**src/rtl/tawas_rcn_slave.sv**
```systemverilog
// rtl/tawas_rcn_slave.sv - ring (RCN) slave bridging matched requests to a local bus
// Optional feature: define TAWAS_RCN_SLAVE_TIMEOUT_EN to abort a local access after
// 256 cycles without ack, answering with data 32'hDEADDEAD.
module tawas_rcn_slave #(
   parameter logic [23:0] ADDR_BASE = 24'h000000,
   parameter logic [23:0] ADDR_MASK = 24'hFF0000
) (
   input  logic        clk,
   input  logic        rst_n,
   input  logic [68:0] rcn_in,
   output logic [68:0] rcn_out,
   output logic        cs,
   output logic        wr,
   output logic [3:0]  mask,
   output logic [23:0] addr,
   output logic [31:0] wdata,
   input  logic        ack,
   input  logic [31:0] rdata,
   output logic        pending
);

   typedef enum logic [1:0] {
      IDLE  = 2'd0,
      LOCAL = 2'd1,
      RESP  = 2'd2
   } state_t;

   state_t      state;
   logic [68:0] rin;
   logic [68:0] rout;

   // Fields of the request being serviced; reused to build the response slot.
   logic        cap_wr;
   logic [2:0]  cap_id;
   logic [2:0]  cap_seq_hi;
   logic [3:0]  cap_mask;
   logic [21:0] cap_addr;
   logic [1:0]  cap_seq_lo;
   // Write data while the local access runs, response data afterwards.
   logic [31:0] data;

   logic        match;

`ifdef TAWAS_RCN_SLAVE_TIMEOUT_EN
   logic [7:0]  tmo_cnt;
`endif

   // A valid request whose word address falls inside the claimed window.
   assign match = rin[68] && rin[67] &&
                  (((rin[55:34] ^ ADDR_BASE[23:2]) & ADDR_MASK[23:2]) == 22'd0);

   assign rcn_out = rout;
   assign wr      = cap_wr;
   assign mask    = cap_mask;
   assign addr    = {cap_addr, 2'b00};
   assign wdata   = data;

   // Ring input stage: every slot is registered before it is inspected.
   always_ff @(posedge clk or negedge rst_n) begin
      if (!rst_n) begin
         rin <= '0;
      end else begin
         rin <= rcn_in;
      end
   end

   // Slave FSM: claims a matching slot, runs the local access, then waits for
   // an empty slot to insert the response; everything else passes through.
   always_ff @(posedge clk or negedge rst_n) begin
      if (!rst_n) begin
         state      <= IDLE;
         rout       <= '0;
         cap_wr     <= 1'b0;
         cap_id     <= '0;
         cap_seq_hi <= '0;
         cap_mask   <= '0;
         cap_addr   <= '0;
         cap_seq_lo <= '0;
         data       <= '0;
         cs         <= 1'b0;
         pending    <= 1'b0;
`ifdef TAWAS_RCN_SLAVE_TIMEOUT_EN
         tmo_cnt    <= '0;
`endif
      end else begin
         // Default: forward the slot so unclaimed traffic keeps circulating.
         rout <= rin;
         case (state)
            IDLE: begin
               if (match) begin
                  cap_wr     <= rin[66];
                  cap_id     <= rin[65:63];
                  cap_seq_hi <= rin[62:60];
                  cap_mask   <= rin[59:56];
                  cap_addr   <= rin[55:34];
                  cap_seq_lo <= rin[33:32];
                  data       <= rin[31:0];
                  rout       <= '0;
                  cs         <= 1'b1;
                  pending    <= 1'b1;
                  state      <= LOCAL;
`ifdef TAWAS_RCN_SLAVE_TIMEOUT_EN
                  tmo_cnt    <= '0;
`endif
               end
            end
            LOCAL: begin
               if (ack) begin
                  if (!cap_wr) begin
                     data <= rdata;
                  end
                  cs    <= 1'b0;
                  state <= RESP;
               end
`ifdef TAWAS_RCN_SLAVE_TIMEOUT_EN
               else if (tmo_cnt == 8'hFF) begin
                  data  <= 32'hDEADDEAD;
                  cs    <= 1'b0;
                  state <= RESP;
               end else begin
                  tmo_cnt <= tmo_cnt + 8'd1;
               end
`endif
            end
            RESP: begin
               // Only an empty slot may carry the response; busy slots pass on.
               if (!rin[68]) begin
                  rout    <= {1'b1, 1'b0, cap_wr, cap_id, cap_seq_hi, cap_mask,
                              cap_addr, cap_seq_lo, data};
                  pending <= 1'b0;
                  state   <= IDLE;
               end
            end
            default: begin
               cs      <= 1'b0;
               pending <= 1'b0;
               state   <= IDLE;
            end
         endcase
      end
   end

endmodule

```
**config.mk**
```make
export PLATFORM = sky130hd
export DESIGN_NAME = tawas_rcn_slave
export DESIGN_NICKNAME = d
export VERILOG_FILES = /design/src/rtl/tawas_rcn_slave.sv
export SDC_FILE = /design/constraint.sdc
export NUM_CORES = 1
export LEC_CHECK = 0
export ABC_AREA = 1
export BUFFER_PORTS_ARGS = -buffer_cell sky130_fd_sc_hd__buf_2
export CORE_MARGIN = 2
export CORE_UTILIZATION = 56
export CTS_BUF_LIST = sky130_fd_sc_hd__clkbuf_16
export DETAILED_ROUTE_END_ITERATION = 10
export PLACE_DENSITY = 0.95
export SETUP_SLACK_MARGIN = 0.15
export SLEW_MARGIN = 20
export SYNTH_ARGS = -nofsm -noshare
export SYNTH_HDL_FRONTEND = slang
export SYNTH_SLANG_ARGS = --single-unit
```
**constraint.sdc**
```tcl
create_clock -name clk -period 2.2 [get_ports clk]
set_input_delay 0 -clock clk [delete_from_list [all_inputs] [get_ports clk]]
set_output_delay 0 -clock clk [all_outputs]
set_load 0.01 [all_outputs]
```
==> run_results.csv <==
group,metric,value,unit
die,die-area,15800,um^2
die,rows,44,
power,power_leakage,6.26,nW
power,ir_worst_vdd,623,uV
critical_path,cp_max_fo,29,
place,placed_area,9650,um^2
detailed_routing,routed_wl,26.7,mm
clock_tree,clkTransAtPathRegs,0.06,ns
clock_tree,holdBufCountCts,103,
clock_tree,clock-sinks,209,
clock_tree,cts_tree,"built",
clock_tree,clkLatencyLatePin,0.50,ns
die,core_area,14500,um^2
layout,final_util,78.5,%
layout,multi_input_comb_area,2620,um^2
global_routing,grt_overflow,0,
timing,period_needed,1.84,ns
power,power.density,761,nW/um^2
detailed_routing,drt_pass1_iterations,5,
die,die_width,126,um
timing,finalHoldViolations,0,
detailed_routing,wl_per_cell,18.1,um
place,routabilityCongestion,0.848,
detailed_routing,drc_errors,0,
timing,finalMaxSlewViolations,0,
timing,finalSetupTns,0,ns
global_routing,grt_pass1_vias,8194,
clock_tree,post_cts_buffers,0,
clock_tree,cts_buffers,22,
clock_tree,cts.htree.levels,1,
global_routing,grt_pass1_wl,42.0,mm
place,dp.cells,1325,
synthesis,seq_area_frac_synth,63.0,%
critical_path,endpoint_kind,"flip-flop",
detailed_routing,final_antenna_net_count,0,
place,dp_hpwl,14.8,mm
place,dp_slack,0.390,ns
layout,final_nets,1372,
die,start_util,57.3,%
global_routing,grt_max_degree,79,
timing,setup_viol,0,
critical_path,crit_chain,"inv_1, nand2_1, nor2_1, nand3_1, nand2_4, buf_4, nand3_1, nand2_1, nand2_1",
timing,rsz0062_at_grt,"no",
power,total_power,8.65,mW
detailed_routing,drtIter0Drc,1000,
critical_path,crit_buf_inv,2,
detailed_routing,avgViaCountPerCell,5.54,
critical_path,max_stage_delay,0.39,ns
layout,fin_cells,1472,
timing,tightestPinTransition,0.817,ns
layout,final_common_cell,"nand2_1",
timing,layout_worst_path_cycle_share,83.7,%
timing,maxSlewHeadroom,45.5,%
critical_path,critPathTopFamily,"simple AND/OR/NAND/NOR gates",
layout,fill_cells,849,
timing,setup_ws,0.359,ns
flow_run,cap_violations,0,
synthesis,synth-seq-cells,209,
layout,syn2layout_area_growth,37.1,%
layout,drive_gt1_share,23.3,%
critical_path,critPathSlowestCell,"dfrtp_1",
worst_hold_path,min_path_type,"in2async",
synthesis,synth.cell_area,8300,um^2
die,die_h,126,um
layout,design_area,11400,um^2
timing,max_freq,543,MHz
critical_path,cpMostUsedCell,"nand2_1",
clock_tree,clock-root-buffer,"clkbuf_16",
critical_path,crit_required,2.57,ns
outcome,status,"finished, final reports clean",
synthesis,synthCells,941,
synthesis,yosysWarnings,0,
critical_path,arrival,2.21,ns
synthesis,syn_area_per_cell,8.82,um^2
critical_path,cp-start-kind,"flip-flop",
global_routing,grt_antenna_before_repair,3,
layout,final_cell_mix,"nand2_1, buf_2, dfrtp_1, dlygate4sd3_1, o21ai_0",
synthesis,synth_cell_types,21,
critical_path,reg2reg_setup_slack,0.36,ns
die,ios,236,
timing,hold_ws,0.0465,ns
layout,ff_latch_area,5230,um^2
global_routing,grt_usage,33.6,%
timing,clock_skew,0.0122,ns
clock_tree,clockBufferDepth,3,
detailed_routing,vias,8162,
place,numPortBuffers,233,
critical_path,worstSetupPathType,"reg2reg",
clock_tree,post_cts_resized,0,
-- flip-flops by register name, summed over array words and instances (netlist names) --
name	cells
state	2
cap_id	3
rcn_out	69
cs	1
cap_seq_lo	2
rin	69
cap_seq_hi	3
wr	1
cap_addr	22
wdata	32
mask	4
pending	1
-- where the power goes --
group | internal, mW | switching [mW]
combinational | 0.402 | 0.497
sequential | 4.06 | 0.155
clock | 2.01 | 1.53
-- kinds of logic (layout without fill, tap and decap cells) --
group           after synthesis  in the layout  synth area share, %
compound gates               59             59                 3.62
buf+inv                     105            447                 5.46
flops                       209            209                 63.0
other cells                   1              6               0.0452
simple gates                567            567                 27.8
-- worst paths after layout --
kind / cells past startpoint / end / start
max: 9 / cs / rin[52]
min: 2 / rin[58] / rst_n
max reg2reg: 9 / cs / rin[52]
min reg2reg: 2 / rcn_out[39] / rin[39]
max in group asynchronous: 3 / wdata[16] / rst_n
min in group clk: 2 / rin[16] / rcn_in[16]
-- layer usage --
metal	global-route usage (%)	share of wire, %	up-vias
li1	-	-	3586
met1	41.1	36	3849
met2	56.9	50	575
met3	5.82	8.5	152
met4	18.8	6.3	0
met5	0	0	-
-- final cells by class --
cell class              instances  share of cell area, %
diodes                          4                 0.0880
repair buffers                358                   21.2
multi-input cells             628                   23.1
clock buffers                  23                   5.06
flip-flops and latches        209                   46.0
well taps                     184                   2.02
inverters                      49                   1.62
clock inverters                17                  0.946
-- cells in the mapped netlist (all sizes together) --
cell type / n / area, um^2
nand2: 476 / 1800
dfrtp: 209 / 5230
o21ai: 57 / 285
nand3: 52 / 265
inv: 49 / 184
buf: 34 / 186
nand4: 33 / 206
clkbuf: 22 / 82.6
nor2: 6 / 37.5
a21oi: 1 / 8.76
a31oi: 1 / 6.26
conb: 1 / 3.75
(Power assumes the default switching activity.)
